<file path="config.mk">
export PLATFORM = sky130hd
export DESIGN_NAME = io_pwm_led
export DESIGN_NICKNAME = d
export VERILOG_FILES = /design/src/rtl/io_pwm_led_pkg.sv /design/src/rtl/io_pwm_led_channel.sv /design/src/rtl/io_pwm_led.sv
export SDC_FILE = /design/constraint.sdc
export NUM_CORES = 1
export LEC_CHECK = 0
export BUFFER_PORTS_ARGS = -buffer_cell sky130_fd_sc_hd__buf_4
export CAP_MARGIN = 10
export CELL_PAD_IN_SITES_DETAIL_PLACEMENT = 0
export CELL_PAD_IN_SITES_GLOBAL_PLACEMENT = 1
export CORE_MARGIN = 2
export CORE_UTILIZATION = 40
export CTS_CLUSTER_DIAMETER = 40
export DETAILED_ROUTE_END_ITERATION = 10
export PLACE_DENSITY = 0.81
export SYNTH_ARGS = -nofsm -noshare
export SYNTH_HDL_FRONTEND = slang
export SYNTH_SLANG_ARGS = --single-unit
export TNS_END_PERCENT = 50
</file>
<file path="constraint.sdc">
create_clock -name clk -period 18.68 [get_ports clk]
set_clock_uncertainty 0.2 [all_clocks]
set_input_delay 0.934 -clock clk [delete_from_list [all_inputs] [get_ports clk]]
set_output_delay 0.934 -clock clk [all_outputs]
set_load 0.005 [all_outputs]
</file>
<file path="src/rtl/io_pwm_led_pkg.sv">
// io_pwm_led_pkg: shared constants for the io_pwm_led block.
//   - io bus address and data widths
//   - register word offsets from BASE_ADR
//   - CTRL field layout and the packed CTRL register type
package io_pwm_led_pkg;

  localparam int unsigned IoAw  = 14;
  localparam int unsigned IoDw  = 32;
  localparam int unsigned NumCh = 4;

  // Register word offsets from BASE_ADR. The block decodes offsets 0..6.
  localparam logic [2:0] PWM_CTRL   = 3'd0;
  localparam logic [2:0] PWM_PERIOD = 3'd1;
  localparam logic [2:0] PWM_DUTY0  = 3'd2;
  localparam logic [2:0] PWM_STATUS = 3'd6;
  localparam logic [2:0] PwmLastOfs = 3'd6;

  // CTRL field bit positions.
  localparam int unsigned CtrlEnBit    = 0;
  localparam int unsigned CtrlIrqEnBit = 1;
  localparam int unsigned CtrlInvLsb   = 4;
  localparam int unsigned CtrlPreLsb   = 8;
  localparam int unsigned StatusEnBit  = 31;

  typedef struct packed {
    logic [7:0] pre;
    logic [3:0] inv;
    logic       irq_en;
    logic       en;
  } ctrl_t;

  function automatic ctrl_t ctrl_from_word(input logic [IoDw-1:0] w);
    ctrl_t c;
    c.en     = w[CtrlEnBit];
    c.irq_en = w[CtrlIrqEnBit];
    c.inv    = w[CtrlInvLsb +: 4];
    c.pre    = w[CtrlPreLsb +: 8];
    return c;
  endfunction

  function automatic logic [IoDw-1:0] ctrl_to_word(input ctrl_t c);
    logic [IoDw-1:0] w;
    w                   = '0;
    w[CtrlEnBit]        = c.en;
    w[CtrlIrqEnBit]     = c.irq_en;
    w[CtrlInvLsb +: 4]  = c.inv;
    w[CtrlPreLsb +: 8]  = c.pre;
    return w;
  endfunction

endpackage

</file>
<file path="src/rtl/io_pwm_led_channel.sv">
// io_pwm_led_channel: one PWM output with a shadowed DUTY register.
//   clk_i, rst_i   clock, asynchronous active-high reset
//   en_i           block enable (CTRL.EN)
//   copy_i         pending -> active copy strobe (period wrap or disabled)
//   wr_i, wdata_i  bus write to this channel's DUTY register
//   cnt_i          shared period counter
//   inv_i          output polarity inversion
//   duty_pend_o    pending DUTY value for register reads
//   pwm_o          registered PWM drive
module io_pwm_led_channel #(
  parameter int unsigned PW = 16
) (
  input  logic          clk_i,
  input  logic          rst_i,
  input  logic          en_i,
  input  logic          copy_i,
  input  logic          wr_i,
  input  logic [PW-1:0] wdata_i,
  input  logic [PW-1:0] cnt_i,
  input  logic          inv_i,
  output logic [PW-1:0] duty_pend_o,
  output logic          pwm_o
);

  logic [PW-1:0] duty_pend_q, duty_pend_d;
  logic [PW-1:0] duty_act_q, duty_act_d;
  logic          pwm_q, pwm_d;

  always_comb begin
    duty_pend_d = wr_i ? wdata_i : duty_pend_q;
    // The active copy takes the old pending value, so a write landing on a
    // wrap applies one period later.
    duty_act_d  = copy_i ? duty_pend_q : duty_act_q;
    pwm_d       = en_i ? ((cnt_i < duty_act_q) ^ inv_i) : inv_i;
  end

  always_ff @(posedge clk_i or posedge rst_i) begin
    if (rst_i) begin
      duty_pend_q <= '0;
      duty_act_q  <= '0;
      pwm_q       <= 1'b0;
    end else begin
      duty_pend_q <= duty_pend_d;
      duty_act_q  <= duty_act_d;
      pwm_q       <= pwm_d;
    end
  end

  assign duty_pend_o = duty_pend_q;
  assign pwm_o       = pwm_q;

endmodule

</file>
<file path="src/rtl/io_pwm_led.sv">
// io_pwm_led: memory-mapped 4-channel PWM LED driver on the dma_io bus.
//   clk, rst                     clock, asynchronous active-high reset
//   dma_io_we/wadr/wdata         single-cycle register write
//   dma_io_radr/radr_en          single-cycle register read, data one cycle later
//   dma_io_rdata_in/rdata        read-data chain: pass-through unless our read hit
//   pwm_out                      PWM drive, one bit per LED
//   period_irq                   one-cycle pulse at each period wrap when IRQ_EN
// Holds the bus decode, prescaler, period counter and STATUS; the DUTY shadow and
// compare live in io_pwm_led_channel.
module io_pwm_led
  import io_pwm_led_pkg::*;
#(
  parameter logic [IoAw-1:0] BASE_ADR = 14'h3040,
  parameter int unsigned     PW       = 16
) (
  input  logic            clk,
  input  logic            rst,
  input  logic            dma_io_we,
  input  logic [IoAw-1:0] dma_io_wadr,
  input  logic [IoDw-1:0] dma_io_wdata,
  input  logic [IoAw-1:0] dma_io_radr,
  input  logic            dma_io_radr_en,
  input  logic [IoDw-1:0] dma_io_rdata_in,
  output logic [IoDw-1:0] dma_io_rdata,
  output logic [3:0]      pwm_out,
  output logic            period_irq
);

  ctrl_t           ctrl_q, ctrl_d;
  logic [PW-1:0]   period_pend_q, period_pend_d;
  logic [PW-1:0]   period_act_q, period_act_d;
  logic [7:0]      pre_cnt_q, pre_cnt_d;
  logic [PW-1:0]   cnt_q, cnt_d;
  logic [15:0]     status_q, status_d;
  logic            irq_q, irq_d;
  logic [IoDw-1:0] rdata_q, rdata_d;
  logic            rd_hit_q, rd_hit_d;

  logic [IoAw-1:0] wofs, rofs;
  logic            wr_hit;
  logic            wr_ctrl, wr_period, wr_status;
  logic [NumCh-1:0] wr_duty;
  logic            tick, wrap, copy;
  logic [PW-1:0]   duty_pend [NumCh];
  logic [NumCh-1:0] pwm;
  logic            unused_wdata;

  // Offsets below BASE_ADR wrap to large values, so one compare bounds both ends.
  assign wofs     = dma_io_wadr - BASE_ADR;
  assign rofs     = dma_io_radr - BASE_ADR;
  assign wr_hit   = dma_io_we && (wofs <= IoAw'(PwmLastOfs));
  assign rd_hit_d = dma_io_radr_en && (rofs <= IoAw'(PwmLastOfs));

  always_comb begin
    wr_ctrl   = wr_hit && (wofs[2:0] == PWM_CTRL);
    wr_period = wr_hit && (wofs[2:0] == PWM_PERIOD);
    wr_status = wr_hit && (wofs[2:0] == PWM_STATUS);
    for (int n = 0; n < NumCh; n++) begin
      wr_duty[n] = wr_hit && (wofs[2:0] == PWM_DUTY0 + 3'(n));
    end
  end

  assign tick = ctrl_q.en && (pre_cnt_q == ctrl_q.pre);
  assign wrap = tick && (cnt_q == period_act_q);
  // Shadow copies are transparent while disabled so the first period after
  // enabling uses whatever was last written.
  assign copy = wrap || !ctrl_q.en;

  always_comb begin
    ctrl_d        = wr_ctrl ? ctrl_from_word(dma_io_wdata) : ctrl_q;
    period_pend_d = wr_period ? dma_io_wdata[PW-1:0] : period_pend_q;
    period_act_d  = copy ? period_pend_q : period_act_q;

    if (!ctrl_q.en || tick) pre_cnt_d = '0;
    else                    pre_cnt_d = pre_cnt_q + 8'd1;

    if (!ctrl_q.en || wrap) cnt_d = '0;
    else if (tick)          cnt_d = cnt_q + PW'(1);
    else                    cnt_d = cnt_q;

    // A clearing write beats a coincident wrap.
    if (wr_status) status_d = '0;
    else if (wrap) status_d = status_q + 16'd1;
    else           status_d = status_q;

    irq_d = wrap && ctrl_q.irq_en;
  end

  always_comb begin
    rdata_d = '0;
    case (rofs[2:0])
      PWM_CTRL:          rdata_d = ctrl_to_word(ctrl_q);
      PWM_PERIOD:        rdata_d = IoDw'(period_pend_q);
      PWM_DUTY0:         rdata_d = IoDw'(duty_pend[0]);
      PWM_DUTY0 + 3'd1:  rdata_d = IoDw'(duty_pend[1]);
      PWM_DUTY0 + 3'd2:  rdata_d = IoDw'(duty_pend[2]);
      PWM_DUTY0 + 3'd3:  rdata_d = IoDw'(duty_pend[3]);
      PWM_STATUS: begin
        rdata_d[15:0]        = status_q;
        rdata_d[StatusEnBit] = ctrl_q.en;
      end
      default:           rdata_d = '0;
    endcase
  end

  always_ff @(posedge clk or posedge rst) begin
    if (rst) begin
      ctrl_q        <= '0;
      period_pend_q <= '0;
      period_act_q  <= '0;
      pre_cnt_q     <= '0;
      cnt_q         <= '0;
      status_q      <= '0;
      irq_q         <= 1'b0;
      rdata_q       <= '0;
      rd_hit_q      <= 1'b0;
    end else begin
      ctrl_q        <= ctrl_d;
      period_pend_q <= period_pend_d;
      period_act_q  <= period_act_d;
      pre_cnt_q     <= pre_cnt_d;
      cnt_q         <= cnt_d;
      status_q      <= status_d;
      irq_q         <= irq_d;
      rdata_q       <= rdata_d;
      rd_hit_q      <= rd_hit_d;
    end
  end

  for (genvar n = 0; n < NumCh; n++) begin : g_ch
    io_pwm_led_channel #(
      .PW (PW)
    ) u_channel (
      .clk_i       (clk),
      .rst_i       (rst),
      .en_i        (ctrl_q.en),
      .copy_i      (copy),
      .wr_i        (wr_duty[n]),
      .wdata_i     (dma_io_wdata[PW-1:0]),
      .cnt_i       (cnt_q),
      .inv_i       (ctrl_q.inv[n]),
      .duty_pend_o (duty_pend[n]),
      .pwm_o       (pwm[n])
    );
  end

  assign dma_io_rdata = rd_hit_q ? rdata_q : dma_io_rdata_in;
  assign pwm_out      = pwm;
  assign period_irq   = irq_q;

  assign unused_wdata = ^{dma_io_wdata[31:16], dma_io_wdata[3:2]};

endmodule

</file>
==> results.toml <==
[drt]
drt-initial-drc-count = 541
drc_errors = 0
wirelength_mm = 31.7
vias_per_cell = 5.35
ant_nets = 0
vias = 8664
avgRoutedWirePerCell_um = 19.6
drt-pass1-iter-count = 5

[synth]
syn_avg_cell_area_um2 = 11.2
ys_ff_latch = 237
synthArstFlopShare_pct = 100
syn_inst = 1087
ys_warn_count = 0
syn-num-nets = 1246
yosysMostFrequentCell = "dfrtp_1"
yosysTopAreaCellShare_pct = 48.6
synth_edf_count = 0
synth_ff_type = "dfrtp_1"
netlist.top_cell.by_area = "dfrtp_1"
syn-cell-area_um2 = 12200
synth.area.top_cells = "dfrtp_1 (49%), mux2_2 (11%), ha_1 (6.5%), nand2_1 (3.0%), xor2_1 (2.7%)"
ys_top_cells_by_count = "dfrtp_1 (237), mux2_2 (121), nand2_1 (96), inv_1 (76), ha_1 (63)"
ys_seq_area_share_pct = 48.6
synth_cell_type_count = 59

[setup_path]
cp_slowest_cell = "o21ai_4"
cp.required_ns = 18.86
cp_cell_sequence = "xor2_1, nor4_1, nand4_1, o21ai_4, buf_4, buf_4, mux2_2"
max_stage_delay_ns = 1.07
cp-end-kind = "register"
crit_fanout = 68
crit_type = "register to register"
worstPathArrival_ns = 5.45
startpoint_type = "register"
crit_top_cell = "buf_4"
r2r-start = "cnt_q[2]"
crit_start = "cnt_q[2]"

[run_status]
outcome = "completed"

[pwr]
p_sw_share_pct = 22.7
sequentialPowerShare_pct = 41.1
powerDensity_nw_per_um2 = 86.5
power_frac_comb_pct = 4.8
switching_power_uw = 287
ir_worst_vdd_mv = 0.0494
clock_power_share_pct = 54.2
p_leak_nw = 7.02
p_int_uw = 977

[timing]
slew_violations = 0
fin_crit_sh_pct = 28.2
fin_ws_ns = 13.42
hold_violations = 0
finalCriticalPeriod_ns = 5.26
fmax_mhz = 190
setup_violations = 0
relSlewSlack_pct = 22.2
tightest_slew_ns = 1.16
rsz0062_at_grt = "no"
final.setup.tns_ns = 0
timing.hold.ws_ns = 0.288

[place]
routabilityCongestion = 0.813
dp_hpwl_mm = 21.7
dp_slack_ns = 13.48
port_buffers = 116
place_inst = 1552

[finish]
multi_input_area_um2 = 5720
seqCellArea_um2 = 5930
drive_above_1_share_pct = 28.0
syn_to_final_growth_pct = 19.9
fillers = 2730
post-route-util_pct = 49.1
final_nets = 1360
fin_cells = 1619
antenna_cells = 0

[floorplan]
die_x_um = 179
die_y_um = 179
num_rows = 63
initial_core_util_pct = 40.9
coreArea_um2 = 29800
io_pins = 133
dieArea_um2 = 31900

[clock_tree]
ctsHoldBuffers = 0
cts_resized = 0
clock_tree.htree_level_count = 2
cts_tree = "done"
cts_made_buffers = 36
cts-root-buf = "clkbuf_16"
cts_sinks = 237
path_clk_slew_ns = 0.05
clk_path_buf_depth = 3
cts_setup_buffers = 0
clock_latency_ns = 0.51

[global_routing]
grt_overflow = 0
grt_pass1_vias = 8643
grt_usage_pct = 20.2
grt_pass1_wl_mm = 49.0
antenna_found_initial = 0
grt_max_degree = 103

[worst_hold_path]
hold_path_class = "register to register"
hold_path.startpoint = "g_ch[1].u_channel.duty_act_q[0]"

[job]
drv_cap = 0
## cell type report
type | instances | area share [%]
flip-flops and latches | 237 | 40.6
multi-input cells | 723 | 39.1
clock buffers | 44 | 6.72
repair buffers | 127 | 6.52
well taps | 390 | 3.34
inverters | 76 | 2.00
clock inverters | 22 | 1.72
## cells in the final DEF (no fill, tap or decap), types with 4 or more instances in the layout
| cell type | netlist | layout |
|---|---|---|
| a2111o_1 | 4 | 4 |
| a211oi_1 | 4 | 4 |
| a21o_1 | 12 | 12 |
| a21oi_1 | 28 | 28 |
| a22oi_1 | 4 | 4 |
| a31oi_1 | 7 | 7 |
| and2_1 | 4 | 4 |
| and3_1 | 7 | 7 |
| buf_4 | 12 | 127 |
| bufinv_16 | 0 | 4 |
| clkbuf_1 | 19 | 4 |
| clkbuf_16 | 0 | 37 |
| clkinv_2 | 0 | 6 |
| clkinv_4 | 0 | 4 |
| dfrtp_1 | 237 | 237 |
| ha_1 | 63 | 63 |
| inv_1 | 76 | 75 |
| inv_6 | 0 | 5 |
| mux2_1 | 11 | 11 |
| mux2_2 | 121 | 121 |
| mux2_4 | 10 | 10 |
| mux2i_1 | 22 | 22 |
| mux4_2 | 7 | 7 |
| nand2_1 | 96 | 96 |
| nand2b_1 | 7 | 7 |
| nand3_1 | 19 | 19 |
| nand4_1 | 20 | 20 |
| nor2_1 | 49 | 49 |
| nor2b_1 | 22 | 22 |
| nor3_1 | 10 | 10 |
| nor4_1 | 6 | 6 |
| o2111ai_1 | 4 | 4 |
| o21ai_0 | 46 | 46 |
| o21ai_1 | 36 | 36 |
| o221ai_1 | 6 | 6 |
| or3_1 | 4 | 4 |
| xnor2_1 | 20 | 20 |
| xor2_1 | 37 | 37 |
## flip-flops by register name, indices dropped and copies added, names as in the netlist
name,flops
period_pend_q,16
g_ch.u_channel.duty_pend_o,64
pre_cnt_q,8
period_act_q,16
cnt_q,16
rdata_q,17
g_ch.u_channel.pwm_o,4
g_ch.u_channel.duty_act_q,64
rd_hit_q,1
period_irq,1
ctrl_q,14
status_q,16
## cell families after synthesis
kind of cell,Yosys count,synth area share [%]
simple gates,267,11.6
flops,237,48.6
mux,171,16.5
compound gates,165,8.23
buf+inv,127,4.52
fa+ha+maj,63,6.46
xor+xnor,57,4.09
## path summary, 6_finish.rpt
check / endpoint / slack (ns) / depth (start not counted)
worst max-delay path: period_act_q[4] / 13.42 / 7
worst min-delay path: g_ch[1].u_channel.duty_act_q[0] / 0.29 / 1
worst max register to register: period_act_q[4] / 13.42 / 7
worst min register to register: g_ch[1].u_channel.duty_act_q[0] / 0.29 / 1
max in group asynchronous: rdata_q[12] / 16.46 / 3
min in group asynchronous: g_ch[1].u_channel.duty_act_q[3] / 0.37 / 2
## per-layer routing
metal | track usage (%) | vias to the layer above | wire length [µm]
li1 | - | 4040 | -
met1 | 28.1 | 4376 | 14500
met2 | 32.4 | 200 | 15100
met3 | 3.05 | 48 | 1440
met4 | 6.47 | 0 | 689
met5 | 0 | - | 0
## power by group through the flow
stage / Clock, mW / Sequential (mW) / Combinational (mW)
floorplan: 0 / 0.527 / 0.0293
global placement: 0 / 0.528 / 0.0600
detailed placement: 0 / 0.528 / 0.0606
CTS: 0.695 / 0.519 / 0.0609
global route: 0.721 / 0.519 / 0.0662
finish: 0.685 / 0.519 / 0.0601
## stage by stage
step	total power, mW	instance area (µm²)
5_1_grt	1.31	14600
6_report	1.26	14600
4_1_cts	1.27	14600
3_5_place_dp	0.589	13400
3_3_place_gp	0.588	13400
2_1_floorplan	0.556	12200
## critical path, delay by kind of cell (launching register included)
family	cells	cell delay, ns
compound gates	1	1.07
mux	1	0.41
flops	1	0.67
simple gates	2	1.28
xor+xnor	1	0.17
buf+inv	2	1.27
No activity file was read; power rests on OpenSTA's default activity.
